[config.mk]
export PLATFORM = sky130hd
export DESIGN_NAME = step_pulse_gen_flat
export DESIGN_NICKNAME = d
export VERILOG_FILES = /design/src/rtl/step_pulse_gen_if.sv /design/src/rtl/step_pulse_gen.sv /design/src/flat_wrapper.sv
export SDC_FILE = /design/constraint.sdc
export NUM_CORES = 1
export LEC_CHECK = 0
export ABC_AREA = 1
export CORE_MARGIN = 10
export CORE_UTILIZATION = 60
export DETAILED_ROUTE_END_ITERATION = 8
export PLACE_DENSITY = 0.78
export SETUP_SLACK_MARGIN = 0.3
export SLEW_MARGIN = 30
export SYNTH_ARGS = -nofsm -noshare
export SYNTH_HDL_FRONTEND = slang
export SYNTH_SLANG_ARGS = --single-unit
[constraint.sdc]
create_clock -name clk -period 1.9 [get_ports clk]
set_input_delay 0.38 -clock clk [delete_from_list [all_inputs] [get_ports clk]]
set_output_delay 0.38 -clock clk [all_outputs]
set_load 0.05 [all_outputs]
[src/rtl/step_pulse_gen_if.sv]
// Button/switch inputs and step outputs exchanged between the debounce/auto-run
// block and its user (LFSR stage, display, testbench).
interface step_pulse_gen_if;
  logic       btn;
  logic       auto_en;
  logic       step;
  logic       btn_level;
  logic [7:0] step_cnt;

  modport master (
    output btn,
    output auto_en,
    input  step,
    input  btn_level,
    input  step_cnt
  );

  modport slave (
    input  btn,
    input  auto_en,
    output step,
    output btn_level,
    output step_cnt
  );
endinterface

[src/rtl/step_pulse_gen.sv]
// Debounced push-button and periodic auto-run producing a one-cycle step pulse
// for the LFSR stage, plus a wrapping count of issued steps.
//
// state   | meaning
// --------+-----------------------------------------------------------
// IDLE_LO | button accepted as released, waiting for a rising sample
// WAIT_HI | counting consecutive high samples before accepting a press
// IDLE_HI | button accepted as pressed, waiting for a falling sample
// WAIT_LO | counting consecutive low samples before accepting a release
module step_pulse_gen #(
  parameter int DEB_CYCLES  = 16,
  parameter int AUTO_PERIOD = 1000,
  parameter int CNT_W       = 32
) (
  input logic             clk,
  input logic             rst,
  step_pulse_gen_if.slave bus
);

  typedef enum logic [1:0] {
    IDLE_LO = 2'd0,
    WAIT_HI = 2'd1,
    IDLE_HI = 2'd2,
    WAIT_LO = 2'd3
  } deb_state_t;

  localparam logic [CNT_W-1:0] DEB_MAX  = CNT_W'(DEB_CYCLES);
  localparam logic [CNT_W-1:0] PER_LAST = CNT_W'(AUTO_PERIOD - 1);
  localparam logic [CNT_W-1:0] CNT_ONE  = CNT_W'(1);

  logic [1:0]       btn_sync_q, btn_sync_d;
  logic [1:0]       auto_sync_q, auto_sync_d;
  logic             btn_s, auto_s;

  deb_state_t       state_q, state_d;
  logic [CNT_W-1:0] dcnt_q, dcnt_d;
  logic [CNT_W-1:0] pcnt_q, pcnt_d;
  logic             btn_level_q, btn_level_d;
  logic             step_q, step_d;
  logic [7:0]       step_cnt_q, step_cnt_d;

  logic             btn_req;
  logic             auto_req;

  // Two-flop synchronizers; bit 1 is the settled sample.
  always_comb begin
    btn_sync_d  = {btn_sync_q[0], bus.btn};
    auto_sync_d = {auto_sync_q[0], bus.auto_en};
  end

  assign btn_s  = btn_sync_q[1];
  assign auto_s = auto_sync_q[1];

  always_comb begin
    state_d     = state_q;
    dcnt_d      = dcnt_q;
    btn_level_d = btn_level_q;
    btn_req     = 1'b0;
    case (state_q)
      IDLE_LO: begin
        if (btn_s) begin
          state_d = WAIT_HI;
          dcnt_d  = CNT_ONE;
        end
      end
      WAIT_HI: begin
        if (!btn_s) begin
          state_d = IDLE_LO;
          dcnt_d  = '0;
        end else if (dcnt_q >= DEB_MAX) begin
          state_d     = IDLE_HI;
          dcnt_d      = '0;
          btn_level_d = 1'b1;
          btn_req     = 1'b1;
        end else begin
          dcnt_d = dcnt_q + CNT_ONE;
        end
      end
      IDLE_HI: begin
        if (!btn_s) begin
          state_d = WAIT_LO;
          dcnt_d  = CNT_ONE;
        end
      end
      WAIT_LO: begin
        // Release acceptance only updates the level; it never requests a step.
        if (btn_s) begin
          state_d = IDLE_HI;
          dcnt_d  = '0;
        end else if (dcnt_q >= DEB_MAX) begin
          state_d     = IDLE_LO;
          dcnt_d      = '0;
          btn_level_d = 1'b0;
        end else begin
          dcnt_d = dcnt_q + CNT_ONE;
        end
      end
      default: begin
        state_d     = IDLE_LO;
        dcnt_d      = '0;
        btn_level_d = 1'b0;
      end
    endcase
  end

  always_comb begin
    pcnt_d   = pcnt_q;
    auto_req = 1'b0;
    if (!auto_s) begin
      pcnt_d = '0;
    end else if (pcnt_q == PER_LAST) begin
      pcnt_d   = '0;
      auto_req = 1'b1;
    end else begin
      pcnt_d = pcnt_q + CNT_ONE;
    end
  end

  // Coincident button and auto requests merge into a single pulse.
  always_comb begin
    step_d     = btn_req | auto_req;
    step_cnt_d = step_d ? step_cnt_q + 8'd1 : step_cnt_q;
  end

  always_ff @(posedge clk) begin
    if (rst) begin
      btn_sync_q  <= '0;
      auto_sync_q <= '0;
      state_q     <= IDLE_LO;
      dcnt_q      <= '0;
      pcnt_q      <= '0;
      btn_level_q <= 1'b0;
      step_q      <= 1'b0;
      step_cnt_q  <= '0;
    end else begin
      btn_sync_q  <= btn_sync_d;
      auto_sync_q <= auto_sync_d;
      state_q     <= state_d;
      dcnt_q      <= dcnt_d;
      pcnt_q      <= pcnt_d;
      btn_level_q <= btn_level_d;
      step_q      <= step_d;
      step_cnt_q  <= step_cnt_d;
    end
  end

  assign bus.step      = step_q;
  assign bus.btn_level = btn_level_q;
  assign bus.step_cnt  = step_cnt_q;

endmodule
[src/flat_wrapper.sv]
// flat-port wrapper written by rule: the top's interface ports become plain ports
module step_pulse_gen_flat 
#(
  parameter int DEB_CYCLES  = 16,
  parameter int AUTO_PERIOD = 1000,
  parameter int CNT_W       = 32
)
  (clk, rst, bus_btn, bus_auto_en, bus_step, bus_btn_level, bus_step_cnt);
  step_pulse_gen_if bus_i ();
  input logic clk;
  input logic rst;
  input wire logic [$bits(bus_i.btn)-1:0] bus_btn;
  input wire logic [$bits(bus_i.auto_en)-1:0] bus_auto_en;
  output wire logic [$bits(bus_i.step)-1:0] bus_step;
  output wire logic [$bits(bus_i.btn_level)-1:0] bus_btn_level;
  output wire logic [$bits(bus_i.step_cnt)-1:0] bus_step_cnt;
  assign bus_i.btn = bus_btn;
  assign bus_i.auto_en = bus_auto_en;
  assign bus_step = bus_i.step;
  assign bus_btn_level = bus_i.btn_level;
  assign bus_step_cnt = bus_i.step_cnt;
  step_pulse_gen #(.DEB_CYCLES(DEB_CYCLES), .AUTO_PERIOD(AUTO_PERIOD), .CNT_W(CNT_W)) u_core (.clk(clk), .rst(rst), .bus(bus_i));
endmodule
== After elaboration in Yosys (flattened, before gate mapping) ==
Cells that the tools add are included.

* Bitwise gates (word level): 2
* Magnitude comparators: 1
* Add/sub/neg operators: 3
* Eq/ne operators: 12
* Muxes and demuxes: 23
* Reductions and logical operators: 6

{| class="wikitable"
|+ Operators with widths
! cell !! count
|-
| 32-bit 2-to-1 mux || 5
|-
| 32-bit case mux with 4 select lines || 1
|-
| 32-bit by 1-bit adder with 32-bit output, second input constant || 2
|-
| 32-bit by 10-bit equality test with 1-bit output, second input constant || 1
|-
| 32-bit by 5-bit greater-or-equal comparator with 1-bit output, second input constant || 1
|-
| 2-bit 2-to-1 mux || 6
|-
| 1-bit 2-to-1 mux || 9
|-
| 8-bit by 1-bit adder with 8-bit output, second input constant || 1
|-
| 2-bit by 1-bit != test with 1-bit output, second input constant || 4
|-
| 2-bit case mux with 4 select lines || 1
|-
| 5-bit AND reduction || 1
|-
| 2-bit equality test, second input constant || 2
|-
| 2-bit != test, second input constant || 2
|-
| 4-bit AND reduction || 1
|-
| 3-bit by 1-bit != test with 1-bit output, second input constant || 1
|-
| 3-bit != test, second input constant || 1
|-
| 3-bit OR reduction || 1
|-
| 2-bit by 1-bit equality test with 1-bit output, second input constant || 1
|-
| 2-bit zero test || 1
|-
| 1-bit case mux with 2 select lines || 1
|-
| 2-bit AND reduction || 1
|-
| 2-bit nonzero test || 1
|-
| 1-bit NOT || 1
|-
| 1-bit bitwise OR || 1
|}

* Output and inout bits: 10
* Input port bits: 4
* Logic and storage cells: 55
* Register bits: 80

== Logic depth before layout (Yosys ltp) ==
Gate-level depths: netlist of the first run.

* Word-level depth: 5
* Gate-level depth with buffers: 10

== Worst setup path before layout of the first run ==
Ideal clock, no wire load.

* Kind: reg-to-reg
* From: reg u_core.step_cnt_q[2] (netlist: u_core.bus.step_cnt[2])
* To: reg u_core.step_cnt_q[7] (netlist: u_core.bus.step_cnt[7])
* Setup slack: 0.399 ns
* Stages on the path, launching flop included: 7
* Buffers on the path: 0
* Arrival: 1.370 ns
* Period minus slack after synthesis: 1.501 ns
* Setup time: 0.131 ns
* Cell sequence: dfxtp_1 nand2_1 nor2_1 nand4_1 xnor2_1 nand2_1 a21oi_2

* Longest elaborated chain between the ends: 1

{| class="wikitable"
|+ Ends and longest elaborated chain
! element !! RTL line !! text
|-
| start: declaration || step_pulse_gen.sv:40 || <nowiki>logic [7:0] step_cnt_q, step_cnt_d;</nowiki>
|-
| start signal: assignment || step_pulse_gen.sv:143 || <nowiki>step_cnt_q <= step_cnt_d;</nowiki>
|-
| 8-bit by 1-bit adder with 8-bit output || step_pulse_gen.sv:122 || <nowiki>step_cnt_d = step_d ? step_cnt_q + 8'd1 : step_cnt_q;</nowiki>
|}

No other way between the ends.
A chain may end at the register's enable or synchronous reset.

== Worst setup path in the final report of the first run ==
* From: reg u_core.pcnt_q[7]
* To: reg u_core.pcnt_q[31]

* Longest elaborated chain between the ends: 2

{| class="wikitable"
|+ Ends and longest elaborated chain
! element !! RTL line !! text
|-
| start: declaration || step_pulse_gen.sv:37 || <nowiki>logic [CNT_W-1:0] pcnt_q, pcnt_d;</nowiki>
|-
| start signal: assignment || step_pulse_gen.sv:140 || <nowiki>pcnt_q <= pcnt_d;</nowiki>
|-
| branches (longest 2 deep; another with 32-bit by 1-bit adder with 32-bit output) || -- ||
|}

Several ways; the timed one is not identified.

==> results of run 1 <==
[registers in the layout (all words and copies together) (netlist names), named ones only]
signal,count
u_core.dcnt_q,32
u_core.auto_sync_q,2
u_core.btn_sync_q,2
u_core.state_q,1
u_core.bus.step,1
u_core.bus.step_cnt,8
u_core.bus.btn_level,1
u_core.pcnt_q,32
[timing repair]
| item | CTS | global route |
|---|---|---|
| setup endpoints to repair | 9 | 68 |
| setup buffers | 0 | 4 |
| gates resized for setup | 2 | 23 |
| hold endpoints to repair | 0 | 0 |
| gates cloned | 0 | 2 |
| pin swaps | 0 | 6 |
[cells by family after synthesis]
group | count (synthesis)
adder cells (fa/ha/maj) | 4
XOR/XNOR | 11
flip-flops | 80
buffers and inverters | 62
AND/OR/NAND/NOR | 316
AO/OA/AOI/OAI | 46
[worst max-delay path by stage]
stage,end,slack (ns),start,cells past startpoint
detailed placement,u_core.pcnt_q[19],0.31,rst,5
floorplan,u_core.bus.step_cnt[7],0.40,u_core.bus.step_cnt[2],6
global placement,u_core.pcnt_q[19],0.33,rst,5
CTS,u_core.pcnt_q[11],0.31,u_core.pcnt_q[0],9
global route,u_core.pcnt_q[30],0.23,u_core.pcnt_q[0],9
finish,u_core.pcnt_q[31],0.35,u_core.pcnt_q[7],7
[synthesized netlist by cell type, drive strengths merged]
| cell | n | area (µm²) |
|---|---|---|
| a211oi | 1 | 7.51 |
| a21oi | 33 | 169 |
| a31oi | 1 | 6.26 |
| buf | 6 | 46.3 |
| clkbuf | 7 | 46.3 |
| dfxtp | 80 | 1600 |
| ha | 4 | 50.1 |
| inv | 49 | 184 |
| nand2 | 140 | 551 |
| nand3 | 30 | 168 |
| nand3b | 3 | 22.5 |
| nand4 | 8 | 50.1 |
| nor2 | 112 | 465 |
| nor3 | 15 | 100 |
| nor3b | 6 | 75.1 |
| o21ai | 11 | 58.8 |
| or2 | 2 | 12.5 |
| xnor2 | 5 | 43.8 |
| xor2 | 6 | 52.6 |
[tightest hold or removal path, stage by stage, from the launching register on]
cell	delay [ns]
dfxtp_1	0.30
inv_1	0.04
nor2_1	0.03
[power groups by stage]
stage	Sequential, mW	Clock [mW]	Combinational, mW
after global placement	1.74	0	0.130
after global routing	1.71	1.63	0.161
after detailed placement	1.75	0	0.134
after floorplan	1.74	0	0.109
after CTS	1.71	1.57	0.136
final	1.71	1.56	0.144
[per-stage QoR]
step,hold slack [ns],instances,area [µm²]
3_5_place_dp,0.395,600,3890
6_report,0.409,622,4300
3_3_place_gp,0.394,600,3890
2_1_floorplan,0.388,519,3710
5_1_grt,0.417,622,4300
4_1_cts,0.409,616,4150
[layer usage]
layer | vias up | share of wire
met5 | - | 0
met4 | 0 | 0.035
met3 | 30 | 0.051
met2 | 109 | 0.50
met1 | 1498 | 0.41
li1 | 1686 | -
[final cells by class]
type	count	area [µm²]	share of cell area
clock buffer	10	138	0.0320
timing repair buffer	24	245	0.0570
tap	75	93.8	0.0218
clock inverter	6	115	0.0268
multi-input combinational	378	1920	0.446
sequential	80	1610	0.374
inverter	49	184	0.0428
==> metrics.cfg, run 1 <==
[pwr]
seq_power_share=0.501
power.switching_mw=0.756
powerDensity_mw_per_mm2=793
ir_drop_mv=0.774
internal_power_mw=2.65
p_sw_frac=0.222
p_comb_frac=0.042
power_frac_clock=0.457
leakage_nw=1.58
p_total_mw=3.41

[cts]
insertion_delay_ns=0.36
htree_levels=3
cts.root.buffer_cell=clkbuf_8
cts_tree=built
clockBufferDepth=2
cts_sinks=80
cts_buffers=9
cts_hold_buf=0
cts.clk_slew.worst_paths_ns=0.08

[synthesis]
synth_nets=527
mappedNetlistArea_mm2=0.00371
synth.distinct_cells=34
synth_top_family_by_area=simple AND/OR/NAND/NOR gates
synth.avg_cell_area_um2=7.15
synth_xor_area_frac=0.0260
synth_compound_area_frac=0.0651
synthCells=519
synth_fa_ha_area_frac=0.0135
yosys.area_share.simple=0.389
synth_seq_cells=80
synth_mux_area_frac=0
yosys_warnings=0
seq_area_frac_synth=0.432

[detailed_routing]
ant_nets=0
drc_errors=0
drt_iter0_markers=251
wl_per_cell_um=13.6
drt_pass1_iterations=6
vias_per_cell=5.34
vias=3323
wl_mm=8.46

[placement]
dp_hpwl_mm=5.68
portBuffers=13
dp_slack_ns=0.309
gp_congestion=0.915

[setup_path]
slowest_stage=dfxtp_1
slowest_delay_ns=0.41
r2r_end=u_core.pcnt_q[31]
critical_path_class=reg2reg
crit_required_ns=2.14
end_kind=flip-flop
r2r_cells=7
worst-path-buf-inv=0
crit_path_cell_trace=nand2_1 -> nor2_1 -> nand2_1 -> nor2_2 -> nand2_1 -> nand2_1 -> a21oi_1
arrival_ns=1.79
r2r_setup_slack_ns=0.35
worstSetupStartpointType=flip-flop
r2r-start=u_core.pcnt_q[7]
critPathMaxFanout=4
crit_top_cell=nand2_1
path_delay_family=simple AND/OR/NAND/NOR gates

[hold_path]
hold_end=u_core.auto_sync_q[1]
hp-class=reg2reg
min_from=u_core.auto_sync_q[0]
hold_depth=2

[flow_run]
cap_violations=0

[die]
start_util=0.623
rows=28
dieArea_mm2=0.00973
die_x_um=98.6
fp.dieH_um=98.6
num_io_pins=14
core-area_mm2=0.00596

[grt]
grt_use_met3=0.0307
antenna_found_initial=0
gr-usage-met2=0.276
grt_pass1_wl_mm=13.5
busiest_layer=met2
grtUsageMet1=0.194
grt_usage=0.163
grt_pass1_vias=2991
grt.overflow.total=0
grt_max_degree=43

[finish]
finalCoreUtilization=0.722
area_delta_synth_final_pct=15.9
layout_commonest_cell=nand2_1
drive_above_1_share=0.161
final_nets=550
nFillCells=467
final_cell_mix=nand2_1 (131), nor2_1 (97), dfxtp_1 (76)
antenna_cells=0

[timing]
setup_tns_ns=0
tightest_slew_ns=0.490
setup_ws_ns=0.350
finalSetupViolCount=0
fin_crit_ns=1.55
rsz0062_at_grt=true
period_share=0.816
drv_slew=0
max_freq_mhz=645
hold_viol=0
finClkSkew_ns=0.0137
slew_headroom=0.675

[outcome]
status=completed

No activity file was read; power rests on OpenSTA's default activity.
==> inputs of run 2 (changes only) <==
==> constraint.sdc (replaced) <==
create_clock -name clk -period 1.5 [get_ports clk]
set_input_delay 0.3 -clock clk [delete_from_list [all_inputs] [get_ports clk]]
set_output_delay 0.3 -clock clk [all_outputs]
set_load 0.05 [all_outputs]
==> metrics.cfg, run 2 (synthesis gave the netlist of run 1 again) <==
[grt]
grt_usage=0.180  ; +0.0166
grt_pass1_wl_mm=14.9  ; +10%
grt_max_degree=18  ; -58%
antenna_found_initial=0  ; unchanged
grt_pass1_vias=3328  ; +11%
grt.overflow.total=0  ; unchanged

[pwr]
internal_power_mw=3.10  ; +17%
powerDensity_mw_per_mm2=786  ; -0.91%
p_sw_frac=0.285  ; +0.0631
power_frac_clock=0.386  ; -0.071
p_total_mw=4.34  ; +27%
seq_power_share=0.498  ; -0.003
leakage_nw=2.06  ; +30%
ir_drop_mv=0.815  ; +5.3%
p_comb_frac=0.116  ; +0.074
power.switching_mw=1.24  ; +63%

[cts]
cts_sinks=80  ; unchanged
cts.clk_slew.worst_paths_ns=0.10  ; +0.02 ns
insertion_delay_ns=0.38  ; +0.02 ns
cts_tree=built
htree_levels=3  ; unchanged
clockBufferDepth=2  ; unchanged
cts_hold_buf=0  ; unchanged
cts_buffers=9  ; unchanged
cts.root.buffer_cell=clkbuf_8

[timing]
fin_crit_ns=1.63  ; +0.0755 ns
slew_headroom=0.790  ; +0.115
period_share=1.08  ; +0.268
setup_ws_ns=-0.126  ; -0.475 ns
drv_slew=0  ; unchanged
tightest_slew_ns=0.313  ; -0.177 ns
finClkSkew_ns=0.0223  ; +0.00858 ns
rsz0062_at_grt=true
finalSetupViolCount=44  ; +44
setup_tns_ns=-3.36  ; -3.36 ns
hold_viol=0  ; unchanged
max_freq_mhz=615  ; -4.6%
whs_ns=0.446  ; +0.0373 ns

[hold_path]
hold_depth=3  ; +1
hp-class=in2reg

[setup_path]
worstSetupStartpointType=flip-flop
critical_path_class=reg2reg
r2r_cells=9  ; +2
critPathMaxFanout=8  ; +4
crit_required_ns=1.76  ; -0.38 ns
end_kind=flip-flop
arrival_ns=1.89  ; +0.10 ns

[finish]
fin_cells=666  ; +7.1%
area_delta_synth_final_pct=48.8
antenna_cells=0  ; unchanged
final_nets=594  ; +8.0%
drive_above_1_share=0.508  ; +0.347
multi_input_area_mm2=0.00246  ; +28%
register_area_mm2=0.00168  ; +4.6%
nFillCells=202  ; -57%
layout_commonest_cell=nand2_1
final_cell_mix=nand2_1 (99), nor2_1 (64), dfxtp_2 (39)

[placement]
place_inst=619  ; +3.2%
gp_congestion=1.04  ; +13%
dp_slack_ns=0.0169  ; -0.292 ns
portBuffers=13  ; unchanged
dp_hpwl_mm=6.15  ; +8.3%

[detailed_routing]
drc_errors=0  ; unchanged
ant_nets=0  ; unchanged
wl_per_cell_um=21.2  ; +56%
vias_per_cell=6.30  ; +18%
vias=4198  ; +26%
wl_mm=14.1  ; +67%
drt_iter0_markers=454  ; +81%
drt_pass1_iterations=6  ; unchanged

[die]
start_util=0.623  ; unchanged
rows=28  ; unchanged
die_x_um=98.6  ; unchanged
fp.dieH_um=98.6  ; unchanged
num_io_pins=14  ; unchanged
core-area_mm2=0.00596  ; unchanged
dieArea_mm2=0.00973  ; unchanged

[flow_run]
cap_violations=0  ; unchanged

[outcome]
status=complete, but fails checks
violations=setup timing

==> run 2: cell types whose count changed in the layout (fill, tap and decap cells not counted), moves of 19 or more <==
cell	change
dfxtp_1	-43
dfxtp_2	+35
nor2_1	-33
nand2_1	-32
a21oi_1	-26
a21oi_2	+25
nor2_2	+19
==> run 2: final timing paths <==
path | start | endpoint | slack [ns]
worst max-delay path | u_core.pcnt_q[4] | u_core.bus.step_cnt[4] | -0.13
worst min-delay path | bus_btn | u_core.btn_sync_q[0] | 0.45
worst max register to register | u_core.pcnt_q[4] | u_core.bus.step_cnt[4] | -0.13
worst min register to register | u_core.dcnt_q[25] | u_core.dcnt_q[25] | 0.45
==> run 2: per-stage QoR <==
step	util	instance area [µm²]
after floorplan	-	3820
after global placement	0.721	4290
after detailed placement	0.721	4290
after CTS	0.789	4700
after global routing	0.927	5520
final	0.927	5520
==> run 2: timing repair <==
| action | in CTS | in global routing |
|---|---|---|
| endpoints found under the setup margin | 82 | 82 |
| gates cloned | 1 | 6 |
| gates resized for setup | 35 | 187 |
| setup buffers | 10 | 14 |
| pin swaps | 8 | 52 |
| hold endpoints to repair | 0 | 0 |
==> run 2: layer usage <==
metal  vias to the layer above  share of wire  routed length (µm)  GRT usage
met4                         0          0.066                 934     0.0695
met2                       342           0.47                6630      0.289
met3                       115           0.10                1410     0.0349
li1                       1776              -                   -          -
met5                         -              0                   0          0
met1                      1965           0.36                5140      0.232
==> run 2: area by class of cell <==
| cell class | count | share of cell area |
|---|---|---|
| tap | 75 | 0.0170 |
| clock inverter | 6 | 0.00975 |
| sequential | 80 | 0.304 |
| inverter | 49 | 0.0347 |
| clock buffer | 10 | 0.0270 |
| multi-input combinational | 377 | 0.446 |
| timing repair buffer | 69 | 0.161 |
==> run 2: power groups by stage <==
stage | combinational (mW) | sequential [mW] | clock (mW)
floorplan | 0.146 | 2.20 | 0
global placement | 0.181 | 2.20 | 0
detailed placement | 0.188 | 2.21 | 0
CTS | 0.223 | 2.16 | 1.63
global route | 0.516 | 2.16 | 1.74
finish | 0.505 | 2.16 | 1.67
==> run 2: critical path, stage by stage, from the launching register on <==
cell and delay [ns]:
dfxtp_2 0.36, inv_1 0.14, nand2_1 0.13, nor2_2 0.12
nand2_2 0.08, nor2_4 0.16, nand3_4 0.20, buf_4 0.19
nand3_1 0.08, a21oi_1 0.08
==> inputs of run 3 (changes only) <==
--- a/config.mk
+++ b/config.mk
@@ -6,11 +6,13 @@
 export NUM_CORES = 1
 export LEC_CHECK = 0
 export ABC_AREA = 1
+export CAP_MARGIN = 20
 export CORE_MARGIN = 10
 export CORE_UTILIZATION = 60
 export DETAILED_ROUTE_END_ITERATION = 8
 export PLACE_DENSITY = 0.78
 export SETUP_SLACK_MARGIN = 0.3
+export SKIP_CTS_REPAIR_TIMING = 1
 export SLEW_MARGIN = 30
 export SYNTH_ARGS = -nofsm -noshare
 export SYNTH_HDL_FRONTEND = slang
==> metrics.cfg, run 3 (synthesis gave the netlist of run 1 again) <==
[outcome]
status=complete, but fails checks
violations=setup timing

[cts]
htree_levels=3  ; unchanged
cts_tree=built
clockBufferDepth=2  ; unchanged
cts_buffers=9  ; unchanged
cts_sinks=80  ; unchanged
cts.root.buffer_cell=clkbuf_8
insertion_delay_ns=0.37  ; about the same
cts.clk_slew.worst_paths_ns=0.11  ; about the same

[timing]
finalSetupViolCount=36  ; -18%
fin_crit_ns=1.70  ; +0.0702 ns
whs_ns=0.408  ; -0.0386 ns
rsz0062_at_grt=true
period_share=1.13  ; +0.0468
drv_slew=0  ; unchanged
setup_tns_ns=-1.33  ; +2.03 ns
max_freq_mhz=590  ; -4.1%
finClkSkew_ns=0.0190  ; -0.00329 ns
setup_ws_ns=-0.196  ; -0.0702 ns
tightest_slew_ns=0.468  ; +0.155 ns
hold_viol=0  ; unchanged
slew_headroom=0.688  ; -0.102

[detailed_routing]
routed-wl-met2_mm=6.25  ; -5.7%
drt_pass1_iterations=6  ; unchanged
ant_nets=0  ; unchanged
vias_per_cell=6.06  ; -3.8%
wl_mm=12.9  ; -8.9%
drc_errors=0  ; unchanged
drt-met1-wl_mm=4.67  ; -9.1%
drt_iter0_markers=426  ; -6.2%
wl_per_cell_um=19.4  ; -8.4%
routed-wl-met3_mm=1.18  ; -17%
vias=4015  ; -4.4%
top_layer=met4

[setup_path]
critical_path_class=reg2reg
r2r_end=u_core.pcnt_q[28]
crit_start=u_core.pcnt_q[10]
slowest_delay_ns=0.48  ; +0.12 ns
r2r_setup_slack_ns=-0.20  ; -0.07 ns
r2r-start=u_core.pcnt_q[10]
r2r_cells=6  ; -3
arrival_ns=1.99  ; +0.10 ns
crit_path_cell_trace=nand2_1 -> nor2_1 -> nand2_1 -> nor2_1 -> nand3_1 -> a21oi_2
worstSetupStartpointType=flip-flop
path_delay_family=simple AND/OR/NAND/NOR gates
end_kind=flip-flop
cp-endpoint=u_core.pcnt_q[28]
crit_required_ns=1.79  ; +0.03 ns
worstSetupPathDepth=6  ; -3
worst-path-buf-inv=0  ; -2
slowest_stage=dfxtp_1
critPathMaxFanout=5  ; -3

[grt]
grt_usage=0.169  ; -0.0109
antenna_found_initial=0  ; unchanged
grt.overflow.total=0  ; unchanged
grt_max_degree=18  ; unchanged
grt_pass1_vias=3183  ; -4.4%
grt_pass1_wl_mm=14.0  ; -5.9%

[finish]
final_cell_area_mm2=0.00537  ; -2.7%
drive_above_1_share=0.470  ; -0.0374
antenna_cells=0  ; unchanged
final_nets=590  ; -0.67%
nFillCells=239  ; +18%
layout_commonest_cell=nand2_1
fin_cells=662  ; -0.60%
final_cell_mix=nand2_1 (96), nor2_1 (64), dfxtp_1 (45)
area_delta_synth_final_pct=44.7

[die]
rows=28  ; unchanged
num_io_pins=14  ; unchanged
dieArea_mm2=0.00973  ; unchanged
core-area_mm2=0.00596  ; unchanged
fp.dieH_um=98.6  ; unchanged
die_x_um=98.6  ; unchanged
start_util=0.623  ; unchanged

[hold_path]
min_from=u_core.btn_sync_q[0]
hp-class=reg2reg

[pwr]
leakage_nw=1.98  ; -3.9%
ir_drop_mv=0.855  ; +4.9%
powerDensity_mw_per_mm2=805  ; +2.4%

[placement]
place_inst=619  ; unchanged
dp_hpwl_mm=6.15  ; unchanged
postPlaceCellArea_mm2=0.00429  ; unchanged
portBuffers=13  ; unchanged
gp_congestion=1.04  ; unchanged

[flow_run]
cap_violations=0  ; unchanged

run 3: stage by stage:
stage                     worst slack [ns]   util  total power, mW
after floorplan                      0.155      -             2.34
after global placement              0.0697  0.721             2.39
after detailed placement            0.0169  0.721             2.39
after CTS                          0.00350  0.755             3.98
after global routing                -0.225  0.901             4.41
final                               -0.196  0.901             4.32
run 3: per-layer routing:
metal | global-route usage | vias to the layer above
met4 | 0.0706 | 0
li1 | - | 1764
met3 | 0.0412 | 86
met5 | 0 | -
met2 | 0.268 | 295
met1 | 0.214 | 1870
run 3: final cells by class:
cell class                 instances  area, µm²  area share
inverter                          49        189      0.0352
multi-input combinational        377       2380       0.444
timing repair buffer              65        826       0.154
sequential                        80       1680       0.312
tap                               75       93.8      0.0175
clock inverter                     6       53.8      0.0100
clock buffer                      10        149      0.0277
run 3: worst reg2reg max path, delay by kind of cell, from the launching register on:
family           cells  cell delay [ns]
AO/OA/AOI/OAI        1             0.17
flip-flops           1             0.48
AND/OR/NAND/NOR      5             0.97
run 3: power by group:
part           total, mW  internal, mW  switching (mW)
clock               1.67         0.736           0.938
combinational      0.490         0.229           0.261
sequential          2.16          2.12          0.0349
total               4.32          3.09            1.23
run 3: worst min path at each step:
stage | to | slack (ns) | cells past startpoint
3_3_place_gp | u_core.btn_sync_q[1] | 0.40 | 2
5_1_grt | u_core.btn_sync_q[1] | 0.43 | 2
4_1_cts | u_core.btn_sync_q[1] | 0.41 | 2
2_1_floorplan | u_core.auto_sync_q[1] | 0.39 | 2
6_report | u_core.btn_sync_q[1] | 0.41 | 2
3_5_place_dp | u_core.btn_sync_q[1] | 0.40 | 2
